$ cat src/rtl/card_reader_pkg.sv
// Shared types and constants for the card_reader badge front end.
// Holds the authorised-ID table, the receive FSM states and the table lookup helper.
package card_reader_pkg;

  localparam int AUTH_COUNT = 4;

  localparam logic [15:0] AUTH_IDS [0:AUTH_COUNT-1] = '{
    16'hA5C3, 16'h1234, 16'hBEEF, 16'h0F0F
  };

  typedef enum logic [2:0] {
    IDLE,
    START,
    DATA,
    PARITY,
    STOP,
    CHECK
  } rx_state_t;

  // Callers zero-extend their ID so the table works for any ID_WIDTH up to 32
  function automatic logic id_in_table(input logic [31:0] id);
    logic hit;
    hit = 1'b0;
    for (int i = 0; i < AUTH_COUNT; i++) begin
      if (id == {16'h0000, AUTH_IDS[i]}) hit = 1'b1;
    end
    return hit;
  endfunction

endpackage

$ cat src/rtl/card_rx_deser.sv
// Serial frame receiver: 2-flop synchroniser, mid-bit sampler and LSB-first shift register.
// Even-parity bit is received and checked only when CARD_READER_PARITY_EN is defined.
module card_rx_deser
  import card_reader_pkg::*;
#(
  parameter int CLKS_PER_BIT = 16,
  parameter int ID_WIDTH     = 16
) (
  input  logic                clk,
  input  logic                reset,
  input  logic                card_rx,
  output logic [ID_WIDTH-1:0] data,
  output logic                stop_ok,
  output logic                parity_ok,
  output logic                done,
  output logic                busy
);

  localparam int TW = $clog2(CLKS_PER_BIT);
  localparam int BW = $clog2(ID_WIDTH + 1);
  localparam logic [TW-1:0] HALF_LAST = TW'(CLKS_PER_BIT / 2 - 1);
  localparam logic [TW-1:0] BIT_LAST  = TW'(CLKS_PER_BIT - 1);
  localparam logic [BW-1:0] LAST_BIT  = BW'(ID_WIDTH - 1);

  logic          rx_meta;
  logic          rx_sync;
  logic          rx_prev;
  rx_state_t     state;
  logic [TW-1:0] timer;
  logic [BW-1:0] bit_idx;

  // Flops reset high so a reset never looks like a start edge
  always_ff @(posedge clk or posedge reset) begin
    if (reset) begin
      rx_meta <= 1'b1;
      rx_sync <= 1'b1;
      rx_prev <= 1'b1;
    end else begin
      rx_meta <= card_rx;
      rx_sync <= rx_meta;
      rx_prev <= rx_sync;
    end
  end

  always_ff @(posedge clk or posedge reset) begin
    if (reset) begin
      state     <= IDLE;
      timer     <= '0;
      bit_idx   <= '0;
      data      <= '0;
      stop_ok   <= 1'b0;
      parity_ok <= 1'b0;
      done      <= 1'b0;
      busy      <= 1'b0;
    end else begin
      done <= 1'b0;
      case (state)
        IDLE: begin
          if (!rx_sync && rx_prev) begin
            state <= START;
            timer <= '0;
            busy  <= 1'b1;
          end
        end
        START: begin
          if (timer == HALF_LAST) begin
            timer   <= '0;
            bit_idx <= '0;
            if (!rx_sync) begin
              state <= DATA;
            end else begin
              state <= IDLE;
              busy  <= 1'b0;
            end
          end else begin
            timer <= timer + 1'b1;
          end
        end
        DATA: begin
          if (timer == BIT_LAST) begin
            timer <= '0;
            data  <= {rx_sync, data[ID_WIDTH-1:1]};
            if (bit_idx == LAST_BIT) begin
              bit_idx <= '0;
`ifdef CARD_READER_PARITY_EN
              state   <= PARITY;
`else
              state   <= STOP;
`endif
            end else begin
              bit_idx <= bit_idx + 1'b1;
            end
          end else begin
            timer <= timer + 1'b1;
          end
        end
`ifdef CARD_READER_PARITY_EN
        PARITY: begin
          if (timer == BIT_LAST) begin
            timer     <= '0;
            parity_ok <= ~(^data ^ rx_sync);
            state     <= STOP;
          end else begin
            timer <= timer + 1'b1;
          end
        end
`endif
        STOP: begin
          if (timer == BIT_LAST) begin
            timer   <= '0;
            stop_ok <= rx_sync;
`ifndef CARD_READER_PARITY_EN
            parity_ok <= 1'b1;
`endif
            state   <= CHECK;
            done    <= 1'b1;
          end else begin
            timer <= timer + 1'b1;
          end
        end
        CHECK: begin
          state <= IDLE;
          busy  <= 1'b0;
        end
        default: begin
          state <= IDLE;
          busy  <= 1'b0;
        end
      endcase
    end
  end

endmodule

$ cat src/rtl/card_reader.sv
// Badge reader top: validates received frames against the authorised table and drives
// the card_valid hold level / card_invalid pulse. Parity option: CARD_READER_PARITY_EN.
module card_reader
  import card_reader_pkg::*;
#(
  parameter int CLKS_PER_BIT = 16,
  parameter int ID_WIDTH     = 16,
  parameter int HOLD_CYCLES  = 20
) (
  input  logic                clk,
  input  logic                reset,
  input  logic                card_rx,
  output logic                card_valid,
  output logic                card_invalid,
  output logic [ID_WIDTH-1:0] card_id,
  output logic                busy
);

  localparam int HW = $clog2(HOLD_CYCLES + 1);

  logic [ID_WIDTH-1:0] rx_data;
  logic                stop_ok;
  logic                parity_ok;
  logic                frame_done;
  logic                accept;
  logic [HW-1:0]       hold_cnt;

  card_rx_deser #(
    .CLKS_PER_BIT(CLKS_PER_BIT),
    .ID_WIDTH    (ID_WIDTH)
  ) u_deser (
    .clk      (clk),
    .reset    (reset),
    .card_rx  (card_rx),
    .data     (rx_data),
    .stop_ok  (stop_ok),
    .parity_ok(parity_ok),
    .done     (frame_done),
    .busy     (busy)
  );

  // All-zero and all-one IDs come from a stuck line and are never trusted
  assign accept = stop_ok && parity_ok && id_in_table(32'(rx_data))
                  && (rx_data != '0) && (rx_data != '1);

  always_ff @(posedge clk or posedge reset) begin
    if (reset) begin
      hold_cnt     <= '0;
      card_invalid <= 1'b0;
      card_id      <= '0;
    end else begin
      card_invalid <= frame_done && !accept;
      if (frame_done) card_id <= rx_data;
      if (frame_done && accept) begin
        hold_cnt <= HW'(HOLD_CYCLES);
      end else if (hold_cnt != '0) begin
        hold_cnt <= hold_cnt - 1'b1;
      end
    end
  end

  assign card_valid = (hold_cnt != '0);

endmodule

$ cat config.mk
export PLATFORM = sky130hd
export DESIGN_NAME = card_reader
export DESIGN_NICKNAME = d
export VERILOG_FILES = /design/src/rtl/card_reader_pkg.sv /design/src/rtl/card_rx_deser.sv /design/src/rtl/card_reader.sv
export SDC_FILE = /design/constraint.sdc
export NUM_CORES = 1
export LEC_CHECK = 0
export CAP_MARGIN = 20
export CORE_MARGIN = 2
export CORE_UTILIZATION = 50
export CTS_CLUSTER_SIZE = 14
export DETAILED_ROUTE_END_ITERATION = 8
export PLACE_DENSITY_LB_ADDON = 0.2
export SETUP_SLACK_MARGIN = 0.4
export SYNTH_ARGS = -nofsm -noshare
export SYNTH_HDL_FRONTEND = slang
export SYNTH_SLANG_ARGS = --single-unit
$ cat constraint.sdc
create_clock -name clk -period 4.3 [get_ports clk]
set_input_delay 0.86 -clock clk [delete_from_list [all_inputs] [get_ports clk]]
set_output_delay 0.86 -clock clk [all_outputs]
set_load 0.03 [all_outputs]
==> impl_metrics.toml <==
[global_routing]
antenna_found_initial = 0
grt_use_total_pct = 17.87
grt_pass1_wl_um = 8252
grt_overflow = 0
grt_pass1_vias = 1718
grt_max_degree = 33

[drt]
drc = 0
vias_per_cell = 5.537
totalWireLength_um = 4807
drt_iter0_drc = 103
dr.pass1.iters = 4
num_vias = 1805
wl_per_cell_um = 14.75
drtAntennaViolNets = 0

[sta]
min_period_over_period_pct = 76.65
tns_ps = 0
relSlewSlack_pct = 44.70
fin_crit_ps = 3296
skew_ps = 8.096
slew_viol_final = 0
postLayoutSetupSlackWorst_ps = 1004
rsz0062_at_grt = "no"
hold_viol_final = 0
setup_viol = 0
tightest_slew_ps = 818.0
fmax_mhz = 303.4

[die]
pin_count = 22
rows = 26
initial_core_util_pct = 51.92
core-area_sq_um = 5140
die_w_um = 77.06
fp.dieH_um = 77.06
die-area_sq_um = 5938

[synthesis]
synth_seq_area_share_pct = 53.59
synth_fp_nets = 231
synth_top_area_cell = "dfrtp_1"
ys.flop_type = "dfrtp_1"
ys_async_sr_fraction_pct = 100.0
synth.area.top_cells = "dfrtp_1, mux2_2, dfstp_2"
avgSynthCellArea_sq_um = 11.91
synthesis.area_sq_um = 2669
synth.distinct_cells = 47
synth-seq-cells = 57
synth_edf_count = 0
yosysWarnings = 0
synth_top_area_share_pct = 50.63
synthCells = 224

[clocking]
clk_pin_slew_worst_paths_ps = 60
cts_made_buffers = 9
post_cts_resized = 0
cts-root-buf = "clkbuf_8"
clock_latency_ps = 340
cts_tree = "done"
cts_hold_buf = 0
cts_sinks = 57
cts_setup_buffers = 0
clock_path_buffers = 2
htreeDepth = 3

[worst_setup_path]
r2r_cells = 4
crit_path_top_delay_cell = "nor4b_1"
path_depth = 5
worst_setup_path_start_kind = "flip-flop"
path_cells = "inv_1, ha_1, nor4b_1, inv_1, clkdlybuf4s50_1"
crit_arrival_ps = 2440
critical-path-top-delay-family = "buffers and inverters"
required_ps = 3440
cp_common_cell = "inv_1"
cp_num_buf_inv = 3
critPathKind = "reg -> out"
crit_path_max_fanout = 5
max_stage_delay_ps = 680
critPathCaptureType = "output port"

[min_path]
hold_depth = 0
hp-class = "reg -> reg"

[status]
status = "complete, no violations"

[cells_and_area]
final_common_cell = "dfrtp_1"
nFillCells = 441
syn2layout_area_growth_pct = 19.50
layout.nets = 258
utilization_pct = 62.05
diodes = 0
drive_gt1_share_pct = 23.83
layout_common_cells = "dfrtp_1, mux2_2, clkdlybuf4s50_1"

[placed_design]
dp_hpwl_um = 3158
gp_congestion = 0.8214
place_ws_ps = 1334
portBuffers = 21

[power_and_ir_drop]
vdd_drop_max_v = 0.0003441
p_per_area_nw_per_um2 = 483.6
leakagePower_nw = 1.513

[flow_run]
maxCapViolations = 0
worst register-to-register path, cell delays in order (launching register included):
cell     delay, ps
dfrtp_1        600
nor3b_4        350
inv_2           80
nor3_4         600
mux2_2         420
path summary, 6_finish.rpt:
path                                  startpoint               to  slack, ps
worst max-delay path                 hold_cnt[0]       card_valid       1000
worst min-delay path             u_deser.rx_meta  u_deser.rx_sync        360
worst max register to register  u_deser.state[1]  u_deser.data[6]       2140
worst min register to register   u_deser.rx_meta  u_deser.rx_sync        360
max in group asynchronous                  reset  u_deser.rx_meta       2540
min in group asynchronous                  reset  u_deser.data[0]        940
routing by layer:
layer / track usage, % / vias to the layer above / part of all wire (%)
met3: 3.765 / 9 / 3.4
met2: 25.61 / 31 / 45
li1: - / 871 / -
met4: 10.71 / 0 / 2.0
met1: 25.00 / 894 / 50
met5: 0 / - / 0
Yosys cell counts, types with 2 or more instances:
| library cell | instances |
|---|---|
| a31oi_1 | 2 |
| dfrtp_1 | 54 |
| and2_1 | 4 |
| mux2_2 | 33 |
| xnor2_1 | 3 |
| o21a_1 | 3 |
| and4b_1 | 3 |
| a211oi_1 | 3 |
| ha_1 | 4 |
| o21ai_0 | 8 |
| buf_6 | 3 |
| dfstp_2 | 3 |
| nor2_1 | 7 |
| a21oi_1 | 6 |
| buf_2 | 2 |
| nand4_1 | 2 |
| or3_1 | 3 |
| and4_1 | 3 |
| nand3b_1 | 3 |
| mux2i_1 | 2 |
| inv_1 | 10 |
| nor2b_1 | 2 |
| nand3_1 | 8 |
| nor4b_1 | 2 |
| nor4_1 | 3 |
| nor3_1 | 8 |
| nand2_1 | 16 |
| and3_1 | 4 |
| o2bb2ai_1 | 2 |
where the power goes:
part / switching, mW / internal [mW] / total, mW
registers: 0.0640 / 0.574 / 0.638
clock network: 0.213 / 0.432 / 0.645
logic: 0.142 / 0.117 / 0.259
metrics by stage:
step	total power, mW	std cells	hold slack [ps]	cell area [sq um]
global placement	0.9037	310	346.5	2927
detailed placement	0.9074	310	348.4	2927
CTS	1.556	326	357.9	3189
finish	1.542	326	356.9	3189
global route	1.624	326	359.9	3189
floorplan	0.8682	224	345.2	2669
layout make-up:
cell class              instances  area, sq um  area share, %
clock buffers                  12        165.2          5.178
clock inverters                 4        97.59          3.060
inverters                      11        41.29          1.295
multi-input cells             150         1150          36.05
flip-flops and latches         57         1430          44.84
well taps                      70        87.58          2.746
repair buffers                 22        217.7          6.826
flip-flops by register name (all words and copies together) (netlist names):
name / cells
u_deser.rx_prev: 1
u_deser.timer: 4
u_deser.rx_sync: 1
hold_cnt: 5
u_deser.bit_idx: 5
u_deser.done: 1
card_invalid: 1
u_deser.busy: 1
card_id: 16
u_deser.state: 3
u_deser.data: 16
u_deser.stop_ok: 1
u_deser.rx_meta: 1
u_deser.parity_ok: 1
cells by family (layout without fill, tap and decap cells):
logic type	after synthesis	after routing	synth area share [%]
AND/OR/NAND/NOR	75	75	16.93
adder cells (fa/ha/maj)	4	4	1.875
AO/OA/AOI/OAI	32	32	8.298
XOR/XNOR	4	4	1.313
multiplexers	35	35	14.67
buffers and inverters	17	49	3.328
flip-flops	57	57	53.59
Power figures use the tool's default switching activity.
